[config.mk]
export PLATFORM = sky130hd
export DESIGN_NAME = fdiv_arb_flat
export DESIGN_NICKNAME = d
export VERILOG_FILES = /design/src/rtl/fdiv_arb_if.sv /design/src/rtl/fdiv_arb.sv /design/src/flat_wrapper.sv
export SDC_FILE = /design/constraint.sdc
export NUM_CORES = 1
export LEC_CHECK = 0
export CAP_MARGIN = 25
export CORE_UTILIZATION = 42
export DETAILED_ROUTE_END_ITERATION = 16
export PLACE_DENSITY = 0.95
export SLEW_MARGIN = 20
export SYNTH_ARGS = -nofsm -noshare
export SYNTH_HDL_FRONTEND = slang
export SYNTH_SLANG_ARGS = --single-unit
[constraint.sdc]
create_clock -name clk -period 4.1 [get_ports clk]
set_clock_uncertainty 0.1 [all_clocks]
set_input_delay 0.615 -clock clk [delete_from_list [all_inputs] [get_ports clk]]
set_output_delay 0.615 -clock clk [all_outputs]
set_load 0.005 [all_outputs]
[src/rtl/fdiv_arb_if.sv]
// fdiv_arb_if: requester-side and fdiv-side signals of the fdiv_arb scheduler.
// The slave modport is the arbiter's view. The master modport is the environment's view:
// the two requesters plus the fdiv unit.
interface fdiv_arb_if;
  // requester 0 / requester 1
  logic        req0;
  logic        req1;
  logic [30:0] dvd0;
  logic [30:0] dvd1;
  logic [30:0] dvs0;
  logic [30:0] dvs1;
  logic        ack0;
  logic        ack1;

  // result and status
  logic [30:0] res;
  logic        ovf;
  logic        err;
  logic        busy;
  logic        owner;

  // fdiv unit
  logic        div_start;
  logic [30:0] div_dividend;
  logic [30:0] div_divisor;
  logic        div_stop;
  logic [30:0] div_out;
  logic        div_overflow;

  modport slave (
    input  req0, req1, dvd0, dvd1, dvs0, dvs1,
    input  div_stop, div_out, div_overflow,
    output ack0, ack1, res, ovf, err, busy, owner,
    output div_start, div_dividend, div_divisor
  );

  modport master (
    output req0, req1, dvd0, dvd1, dvs0, dvs1,
    output div_stop, div_out, div_overflow,
    input  ack0, ack1, res, ovf, err, busy, owner,
    input  div_start, div_dividend, div_divisor
  );
endinterface

[src/rtl/fdiv_arb.sv]
// fdiv_arb: round-robin scheduler sharing one fdiv unit between two requesters.
// It latches the winner's operands and presents the dividend on the start cycle and the
// divisor on the following cycle. It captures the quotient on stop and acknowledges for
// one cycle. A watchdog aborts a unit that never raises stop.
module fdiv_arb #(
  parameter int unsigned TIMEOUT = 16
) (
  input  logic       clk,
  input  logic       reset_n,
  fdiv_arb_if.slave  bus
);

  localparam int unsigned     WD_W    = (TIMEOUT > 1) ? $clog2(TIMEOUT) : 1;
  localparam logic [WD_W-1:0] WD_LAST = WD_W'(TIMEOUT - 1);

  typedef enum logic [2:0] {
    S_IDLE,
    S_START,
    S_FEED,
    S_WAIT,
    S_DONE
  } state_t;

  state_t          state;
  state_t          state_nxt;

  logic [30:0]     opd;
  logic [30:0]     ops;
  logic [30:0]     res_q;
  logic            ovf_q;
  logic            err_q;
  logic            owner_q;
  logic            prio_q;
  logic [WD_W-1:0] wd;

  logic            grant;
  logic            grant_idx;
  logic            cap_stop;
  logic            cap_to;

  // State register.
  always_ff @(posedge clk or negedge reset_n) begin
    if (!reset_n) begin
      state <= S_IDLE;
    end else begin
      state <= state_nxt;
    end
  end

  // Next-state logic with grant, capture and abort decode.
  always_comb begin
    state_nxt = state;
    grant     = 1'b0;
    grant_idx = 1'b0;
    cap_stop  = 1'b0;
    cap_to    = 1'b0;
    unique case (state)
      S_IDLE: begin
        if (bus.req0 || bus.req1) begin
          grant     = 1'b1;
          // On a tie, the requester that was not served last wins.
          grant_idx = (bus.req0 && bus.req1) ? ~prio_q : bus.req1;
          state_nxt = S_START;
        end
      end
      S_START: state_nxt = S_FEED;
      S_FEED:  state_nxt = S_WAIT;
      S_WAIT: begin
        if (bus.div_stop) begin
          cap_stop  = 1'b1;
          state_nxt = S_DONE;
        end else if (wd == WD_LAST) begin
          cap_to    = 1'b1;
          state_nxt = S_DONE;
        end
      end
      S_DONE:  state_nxt = S_IDLE;
      default: state_nxt = S_IDLE;
    endcase
  end

  // Operand latches and owner, loaded only on a grant.
  always_ff @(posedge clk or negedge reset_n) begin
    if (!reset_n) begin
      opd     <= '0;
      ops     <= '0;
      owner_q <= 1'b0;
    end else if (grant) begin
      owner_q <= grant_idx;
      opd     <= grant_idx ? bus.dvd1 : bus.dvd0;
      ops     <= grant_idx ? bus.dvs1 : bus.dvs0;
    end
  end

  // Round-robin pointer, updated to the owner on each entry to DONE.
  always_ff @(posedge clk or negedge reset_n) begin
    if (!reset_n) begin
      prio_q <= 1'b1;
    end else if (cap_stop || cap_to) begin
      prio_q <= owner_q;
    end
  end

  // Watchdog cleared in FEED and counting WAIT cycles. It leaves WAIT at WD_LAST, so it never wraps.
  always_ff @(posedge clk or negedge reset_n) begin
    if (!reset_n) begin
      wd <= '0;
    end else if (state == S_FEED) begin
      wd <= '0;
    end else if ((state == S_WAIT) && !cap_stop && !cap_to) begin
      wd <= wd + WD_W'(1);
    end
  end

  // Result registers, written only when WAIT ends and held until the next capture.
  always_ff @(posedge clk or negedge reset_n) begin
    if (!reset_n) begin
      res_q <= '0;
      ovf_q <= 1'b0;
      err_q <= 1'b0;
    end else if (cap_stop) begin
      res_q <= bus.div_out;
      ovf_q <= bus.div_overflow;
      err_q <= 1'b0;
    end else if (cap_to) begin
      res_q <= '0;
      ovf_q <= 1'b1;
      err_q <= 1'b1;
    end
  end

  assign bus.ack0         = (state == S_DONE) && !owner_q;
  assign bus.ack1         = (state == S_DONE) &&  owner_q;
  assign bus.busy         = (state != S_IDLE);
  assign bus.owner        = owner_q;
  assign bus.res          = res_q;
  assign bus.ovf          = ovf_q;
  assign bus.err          = err_q;
  assign bus.div_start    = (state == S_START);
  assign bus.div_dividend = opd;
  assign bus.div_divisor  = ops;

endmodule

[src/flat_wrapper.sv]
// flat-port wrapper written by rule: the top's interface ports become plain ports
module fdiv_arb_flat 
#(
  parameter int unsigned TIMEOUT = 16
)
  (clk, reset_n, bus_req0, bus_req1, bus_dvd0, bus_dvd1, bus_dvs0, bus_dvs1, bus_div_stop, bus_div_out, bus_div_overflow, bus_ack0, bus_ack1, bus_res, bus_ovf, bus_err, bus_busy, bus_owner, bus_div_start, bus_div_dividend, bus_div_divisor);
  fdiv_arb_if bus_i ();
  input  logic clk;
  input  logic reset_n;
  input wire logic [$bits(bus_i.req0)-1:0] bus_req0;
  input wire logic [$bits(bus_i.req1)-1:0] bus_req1;
  input wire logic [$bits(bus_i.dvd0)-1:0] bus_dvd0;
  input wire logic [$bits(bus_i.dvd1)-1:0] bus_dvd1;
  input wire logic [$bits(bus_i.dvs0)-1:0] bus_dvs0;
  input wire logic [$bits(bus_i.dvs1)-1:0] bus_dvs1;
  input wire logic [$bits(bus_i.div_stop)-1:0] bus_div_stop;
  input wire logic [$bits(bus_i.div_out)-1:0] bus_div_out;
  input wire logic [$bits(bus_i.div_overflow)-1:0] bus_div_overflow;
  output wire logic [$bits(bus_i.ack0)-1:0] bus_ack0;
  output wire logic [$bits(bus_i.ack1)-1:0] bus_ack1;
  output wire logic [$bits(bus_i.res)-1:0] bus_res;
  output wire logic [$bits(bus_i.ovf)-1:0] bus_ovf;
  output wire logic [$bits(bus_i.err)-1:0] bus_err;
  output wire logic [$bits(bus_i.busy)-1:0] bus_busy;
  output wire logic [$bits(bus_i.owner)-1:0] bus_owner;
  output wire logic [$bits(bus_i.div_start)-1:0] bus_div_start;
  output wire logic [$bits(bus_i.div_dividend)-1:0] bus_div_dividend;
  output wire logic [$bits(bus_i.div_divisor)-1:0] bus_div_divisor;
  assign bus_i.req0 = bus_req0;
  assign bus_i.req1 = bus_req1;
  assign bus_i.dvd0 = bus_dvd0;
  assign bus_i.dvd1 = bus_dvd1;
  assign bus_i.dvs0 = bus_dvs0;
  assign bus_i.dvs1 = bus_dvs1;
  assign bus_i.div_stop = bus_div_stop;
  assign bus_i.div_out = bus_div_out;
  assign bus_i.div_overflow = bus_div_overflow;
  assign bus_ack0 = bus_i.ack0;
  assign bus_ack1 = bus_i.ack1;
  assign bus_res = bus_i.res;
  assign bus_ovf = bus_i.ovf;
  assign bus_err = bus_i.err;
  assign bus_busy = bus_i.busy;
  assign bus_owner = bus_i.owner;
  assign bus_div_start = bus_i.div_start;
  assign bus_div_dividend = bus_i.div_dividend;
  assign bus_div_divisor = bus_i.div_divisor;
  fdiv_arb #(.TIMEOUT(TIMEOUT)) u_core (.clk(clk), .reset_n(reset_n), .bus(bus_i));
endmodule
## After elaboration in Yosys (flattened, before gate mapping)

Index checks and enable logic that the tools add are counted.

- Input port bits: 161
- Bits in registers: 104
- Word-level logic and storage cells: 56
- Output and inout bits: 100

- Eq/ne operators: 7
- Muxes and demuxes: 23
- Bitwise gates (word level): 1
- Add/subtract/negate cells: 1
- Reductions and logical operators: 15

Operator list:

| operator | count |
|---|---|
| $mux 31 | 4 |
| $mux 1 | 13 |
| $pmux 3 s4 | 1 |
| $mux 3 | 3 |
| $mux 4 | 2 |
| $eq 3x2->1 const B | 2 |
| $logic_and 1x1->1 | 5 |
| $add 4x1->4 const B | 1 |
| $eq 4x4->1 const B | 1 |
| $reduce_bool 2->1 | 2 |
| $eq 3x1->1 const B | 1 |
| $eq 3x3->1 const B | 1 |
| $logic_not 1->1 | 3 |
| $logic_not 3->1 | 1 |
| $ne 3x2->1 const B | 1 |
| $reduce_bool 3->1 | 1 |
| $logic_or 1x1->1 | 2 |
| $ne 2x1->1 const B | 1 |
| $reduce_and 2->1 | 1 |
| $not 1->1 | 1 |

## Logic depth before layout (Yosys ltp)

Gate-level depths: netlist (run 1).

- Word-level depth: 8
- Gate-level depth with buffers: 6
- Mapped depth without buffers: 4

## Worst setup path after synthesis (run 1)

Ideal clock, no wire load.

- Path type: in2reg
- From: input port bus_req1
- To: register u_core.opd[10] (netlist: u_core.bus.div_dividend[10])
- Arrival: 1.912 ns
- Required time: 3.873 ns
- Slack: 1.960 ns
- Path buffers: 2
- Stages: 5
- Setup time: 0.127 ns
- Cells stage by stage: a21boi_0 -> buf_2 -> buf_1 -> mux2_2 -> mux2_1

- Word-level cells in the longest chain between the ends: 5
- Elaborated cells between the ends (all ways): 8
- Classes of those cells: mux (6); reduce/logical (2)

RTL lines:

| item | line | RTL |
|---|---|---|
| start, declared | flat_wrapper.sv:11 | `input wire logic [$bits(bus_i.req1)-1:0] bus_req1;` |
| $logic_and 1x1->1 | fdiv_arb.sv:62 | `grant_idx = (bus.req0 && bus.req1) ? ~prio_q : bus.req1;` |
| $mux 1 | fdiv_arb.sv:62 |  |
| $mux 1 | fdiv_arb.sv:59 | `if (bus.req0 \|\| bus.req1) begin` |
| $mux 1 | fdiv_arb.sv:57 | `unique case (state)` |
| $mux 31 | fdiv_arb.sv:90 | `opd <= grant_idx ? bus.dvd1 : bus.dvd0;` |
| end signal, assigned | fdiv_arb.sv:90 |  |
| end, declared | fdiv_arb.sv:27 | `logic [30:0] opd;` |

Parallel ways exist; a longest one is shown, timed or not.
A chain may end at the register's enable or synchronous reset.

## Worst setup path after layout (run 1)

- From: input port bus_req1
- To: register u_core.opd[25] (netlist: u_core.bus.div_dividend[25])

Same word-level chain as after synthesis.

==> results of run 1 <==
[power by group]
group	total [mW]	switching, mW	leakage, nW	internal [mW]
Clock	0.810	0.354	0.135	0.456
Sequential	1.83	0.303	1.26	1.53
Combinational	2.20	0.776	1.79	1.42
[cell families (layout without fill, tap and decap cells)]
family	Yosys count	count (layout)	synth area share
compound gates	47	47	0.05201
fa+ha+maj	1	1	0.002587
buf+inv	26	279	0.03130
flops	104	104	0.5384
mux	125	125	0.2911
simple gates	88	88	0.08460
[worst min-delay path by stage]
| stage | end | startpoint | slack (ns) | depth (start not counted) |
|---|---|---|---|---|
| after floorplan | u_core.bus.div_dividend[0] | reset_n | 0.22 | 0 |
| after global placement | u_core.bus.err | u_core.bus.err | 0.36 | 1 |
| after detailed placement | u_core.bus.err | u_core.bus.err | 0.37 | 1 |
| after CTS | u_core.bus.err | u_core.bus.err | 0.39 | 1 |
| after global routing | u_core.bus.res[15] | reset_n | 0.27 | 1 |
| final | u_core.bus.res[12] | reset_n | 0.22 | 1 |
[cells in the final DEF, fill, tap and decap left out, types with 2 or more instances in the layout]
master             n
nand3_1            3
o21ai_0           35
dfrtp_1          103
buf_4              4
a21oi_1            5
or3_1              2
nor2_1             5
clkbuf_1           2
clkbuf_16          9
nand2b_1           2
mux2_2            97
clkbuf_8           3
nand2_1           65
and3_1             2
clkdlybuf4s50_1  259
mux2_1            28
[metrics by stage]
| step | cell area, sq um | total power, mW |
|---|---|---|
| finish | 7800 | 4.840 |
| global route | 7800 | 5.135 |
| CTS | 7775 | 4.872 |
| detailed placement | 7501 | 4.051 |
| global placement | 7501 | 3.914 |
| floorplan | 4836 | 2.689 |
[sequential cells by signal, summed over array words and instances (netlist names)]
signal	cells
u_core.bus.err	1
u_core.wd	4
u_core.prio_q	1
u_core.bus.div_divisor	31
u_core.bus.owner	1
u_core.bus.ovf	1
u_core.bus.res	31
u_core.state	3
u_core.bus.div_dividend	31
[area by class of cell]
| cell class | instances | area, sq um | area share |
|---|---|---|---|
| Timing Repair Buffer | 265 | 2654 | 0.3402 |
| Tap cell | 140 | 175.2 | 0.02246 |
| Clock buffer | 14 | 274.0 | 0.03513 |
| Multi-Input combinational cell | 261 | 2093 | 0.2684 |
| Sequential cell | 104 | 2604 | 0.3338 |
[worst register-to-register path, delay by kind of cell, from the launching register on]
| kind | cells | cell delay, ns |
|---|---|---|
| AND/OR/NAND/NOR | 2 | 0.82 |
| multiplexers | 1 | 0.42 |
| buffers and inverters | 1 | 0.30 |
| flip-flops | 1 | 0.49 |
[per-layer routing]
metal	vias up	wire length (um)	global-route usage
li1	1862	-	-
met1	1922	5043	0.2433
met2	194	7427	0.4313
met3	28	1280	0.06758
met4	0	437	0.1048
met5	-	0	0
==> results.yml, run 1 <==
setup_path:
  cp_top_family: "buffers and inverters"
  crit_type: "in -> reg"
  cp_slowest_cell: "buf_4"
  worst-path-max-fanout: 63
  crit_buf_inv: 2
  cp-endpoint: "u_core.bus.div_dividend[25]"
  r2r_setup_slack_ns: 1.85
  cp_data_required_time_ns: 4.22
  start_kind: "input port"
  reg2reg_depth: 4
  end_kind: "flip-flop"
  rr_startpoint: "u_core.state[2]"
  r2r-end: "u_core.bus.div_divisor[0]"
  cpPeakStageDelay_ns: 0.63
  cp.arrival_ns: 2.68
  crit_cells: 5
  path_cells: "clkdlybuf4s50_1 -> a21boi_4 -> buf_4 -> mux2_2 -> mux2_1"
  crit_start: "bus_req1"
placed_design:
  placedCellCount: 769
  port_buffers: 260
  pre_cts_slack_ns: 1.215
  dp_hpwl_mm: 10.65
  gp_congestion: 0.8032
cells_and_area:
  layout.cells.non_filler: 784
  num_antenna_cells: 0
  drive_gt1_frac: 0.1863
  utilization: 0.7071
  n_fill_cell: 779
  syn2layout_area_growth_pct: 61.29
  layout.nets: 803
floorplan:
  io_pins: 261
  fp.dieH_um: 109.3
  initial_core_util: 0.4384
  die_area_sq_um: 11950
  core-area_sq_um: 11030
  die_w_um: 109.3
  num_rows: 38
timing:
  fin_crit_ns: 2.555
  finalWorstSetupSlack_ns: 1.545
  hold_viol: 0
  finalCritPeriodShare: 0.6232
  hold_ws_ns: 0.2212
  maxSlewHeadroom: 0.4539
  max_freq_mhz: 391.3
  slew_violations: 0
  tns_ns: 0
  rsz0062_at_grt: "false"
  setup_viol: 0
  tightest_slew_ns: 0.8192
yosys:
  synth_cells: 391
  yosys_warnings: 0
  synth_flop_cell: "dfrtp_1"
  syn_avg_cell_area_sq_um: 12.37
  synthDistinctLibCells: 32
  synth_edf_count: 0
  synthTopCellsByArea: "dfrtp_1 (53%), mux2_2 (23%), mux2_1 (6.5%), nand2_1 (5.0%), o21ai_0 (3.6%)"
  syn_nets: 553
  synth_top_area_share: 0.5330
  yosys.cell_count.top_type: "dfrtp_1"
  syn_area_sq_um: 4836
  yosysSeqAreaShare: 0.5384
  synth_top_cell_by_area: "dfrtp_1"
  netlist_top_cells_count: "dfrtp_1 (103), mux2_2 (97), nand2_1 (65)"
  synth-async-reset-ratio: 1.000
  synth_seq_cells: 104
power_and_ir_drop:
  peakVddDrop_mv: 0.3868
  power_density_nw_per_um2: 620.5
  leakagePower_nw: 3.186
clocking:
  cts_resized: 0
  clk_path_buf_depth: 2
  clk_pin_slew_ns: 0.06
  post_cts_buffers: 0
  cts_sinks: 104
  htree_levels: 3
  cts_tree: "built"
  cts_inserted_buffers: 9
  hold_buffers: 0
  clk_latency_ns: 0.33
  cts_root_buffer: "clkbuf_16"
global_route:
  grt_overflow: 0
  grt_antenna_before_repair: 0
  grt_pass1_vias: 4269
  grt_start_max_net_pins: 84
  grtUsageTotal: 0.2333
  grt_pass1_wl_mm: 21.05
job:
  drv_cap: 0
detailed_routing:
  antenna_left: 0
  post_drt_via_cell_ratio: 5.110
  dr.pass1.iters: 5
  via_count: 4006
  routed_wl_mm: 14.19
  drc_errors: 0
  drt_iter0_drc: 139
  avgRoutedWirePerCell_um: 18.10
min_path:
  hp-class: "in -> async"
outcome:
  status: "completed"
Note: power is estimated with default switching activity, not from simulation.
==> run 2: changes to the inputs <==
- CORE_UTILIZATION: 42 -> 39
- PLACE_DENSITY: 0.95 -> 0.91
- clock period: 4.1 -> 2.6 ns (I/O delays scaled with it)
==> results.yml, run 2 (synthesis results as in run 1) <==
cells_and_area:
  layout.nets: 806
  drive_gt1_frac: 0.1941
  final_cell_mix: "clkdlybuf4s50_1 (259), dfrtp_1 (103), mux2_2 (97)"
  num_antenna_cells: 0
  final_common_cell: "clkdlybuf4s50_1"
  layout.cells.non_filler: 817
  syn2layout_area_growth_pct: 64.40
  post-route-cell-area_sq_um: 7950
setup_path:
  cp-endpoint: "bus_busy"
  cp.arrival_ns: 1.74
  path_cells: "or3_4 -> clkdlybuf4s50_1"
  crit_cells: 2
  r2r-end: "u_core.bus.div_divisor[25]"
  cp_slowest_cell: "dfrtp_1"
  reg2reg_depth: 4
  cp_data_required_time_ns: 2.11
  crit_type: "reg -> out"
  crit_start: "u_core.state[2]"
  start_kind: "flip-flop"
  cp_top_family: "flip-flops"
  rr_startpoint: "u_core.state[2]"
  crit_buf_inv: 1
  end_kind: "primary output"
  r2r_setup_slack_ns: 0.60
  worst-path-max-fanout: 11
  cpPeakStageDelay_ns: 0.47
placed_design:
  dp_hpwl_mm: 10.27
  port_buffers: 260
  pre_cts_slack_ns: 0.2611
  placedCellCount: 801
  gp_congestion: 0.7267
  dpl-instance-area_sq_um: 7629
min_path:
  hp-class: "in -> async"
clocking:
  clk_path_buf_depth: 2
  htree_levels: 3
  cts_sinks: 104
  cts_resized: 0
  clk_latency_ns: 0.34
  cts_tree: "built"
  hold_buffers: 0
  clk_pin_slew_ns: 0.06
  post_cts_buffers: 0
  cts_inserted_buffers: 9
  cts_root_buffer: "clkbuf_16"
floorplan:
  die_w_um: 113.4
  num_rows: 40
  initial_core_util: 0.4009
  io_pins: 261
  die_area_sq_um: 12850
  core-area_sq_um: 12060
  fp.dieH_um: 113.4
global_route:
  grtUsageTotal: 0.2209
  grt_antenna_before_repair: 0
  grt_start_max_net_pins: 105
  grt_pass1_wl_mm: 21.83
  grt_overflow: 0
  grt_pass1_vias: 4347
power_and_ir_drop:
  pwr-share-seq: 0.368
  power_mw: 7.832
  swShare: 0.2901
  peakVddDrop_mv: 0.7173
  cell_internal_pwr_mw: 5.560
  power_density_nw_per_um2: 985.1
  power.net_switching_mw: 2.272
  pwr-share-comb: 0.447
  pwr-share-clk: 0.185
  leakagePower_nw: 3.240
timing:
  hold_viol: 0
  maxSlewHeadroom: 0.5525
  finalWorstSetupSlack_ns: 0.3697
  tns_ns: 0
  rsz0062_at_grt: "false"
  max_freq_mhz: 448.4
  slew_violations: 0
  fin_crit_ns: 2.230
  tightest_slew_ns: 0.6622
  finalCritPeriodShare: 0.8578
  setup_viol: 0
detailed_routing:
  via_count: 4031
  avgRoutedWirePerCell_um: 17.02
  antenna_left: 0
  drc_errors: 0
  post_drt_via_cell_ratio: 4.934
  dr.pass1.iters: 4
  routed_wl_mm: 13.91
  drt_iter0_drc: 158
job:
  drv_cap: 0
outcome:
  status: "completed"
## run 2: cell types whose count changed in the layout (fill, tap and decap cells not counted), sizes merged
cell / before / now
buf: 6 / 9
bufinv: 0 / 2
clkbuf: 14 / 10
clkinv: 0 / 3
clkinvlp: 0 / 1
## run 2: metal layers
metal | global-route usage | part of all wire | vias up | routed length, um
met4 | 0.1009 | 0.026 | 0 | 360
met5 | 0 | 0 | - | 0
met1 | 0.2256 | 0.36 | 1958 | 5051
li1 | - | - | 1874 | -
met2 | 0.4094 | 0.53 | 173 | 7352
met3 | 0.07017 | 0.082 | 26 | 1141
## run 2: how the worst min path moves through the flow
stage / from / end / slack [ns]
4_1_cts: reset_n / u_core.bus.res[12] / 0.03
2_1_floorplan: reset_n / u_core.bus.div_dividend[0] / -0.006
5_1_grt: reset_n / u_core.bus.res[11] / 0.05
3_5_place_dp: u_core.bus.div_dividend[24] / u_core.bus.div_dividend[24] / 0.37
6_report: reset_n / u_core.bus.res[12] / 0.006
3_3_place_gp: u_core.bus.err / u_core.bus.err / 0.36
## run 2: layout make-up
cell class / instances / area (sq um)
Fill cell: 885 / 4111
Timing Repair Buffer: 268 / 2723
Sequential cell: 104 / 2604
Multi-Input combinational cell: 261 / 2092
Clock buffer: 10 / 239.0
Tap cell: 168 / 210.2
Clock inverter: 6 / 82.58
## run 2: power groups by stage
stage	registers (mW)	logic (mW)	clock network [mW]
after CTS	2.88	3.54	1.50
after global placement	2.84	3.38	0
after global routing	2.98	3.76	1.56
final	2.88	3.50	1.45
after floorplan	2.86	1.38	0
after detailed placement	2.90	3.52	0
## run 2: metrics by stage
stage,hold WS (ns),utilization
floorplan,-0.005591,-
global placement,0.3600,0.6325
detailed placement,0.3740,0.6325
CTS,0.02801,0.6591
global route,0.04910,0.6591
finish,0.006363,0.6591
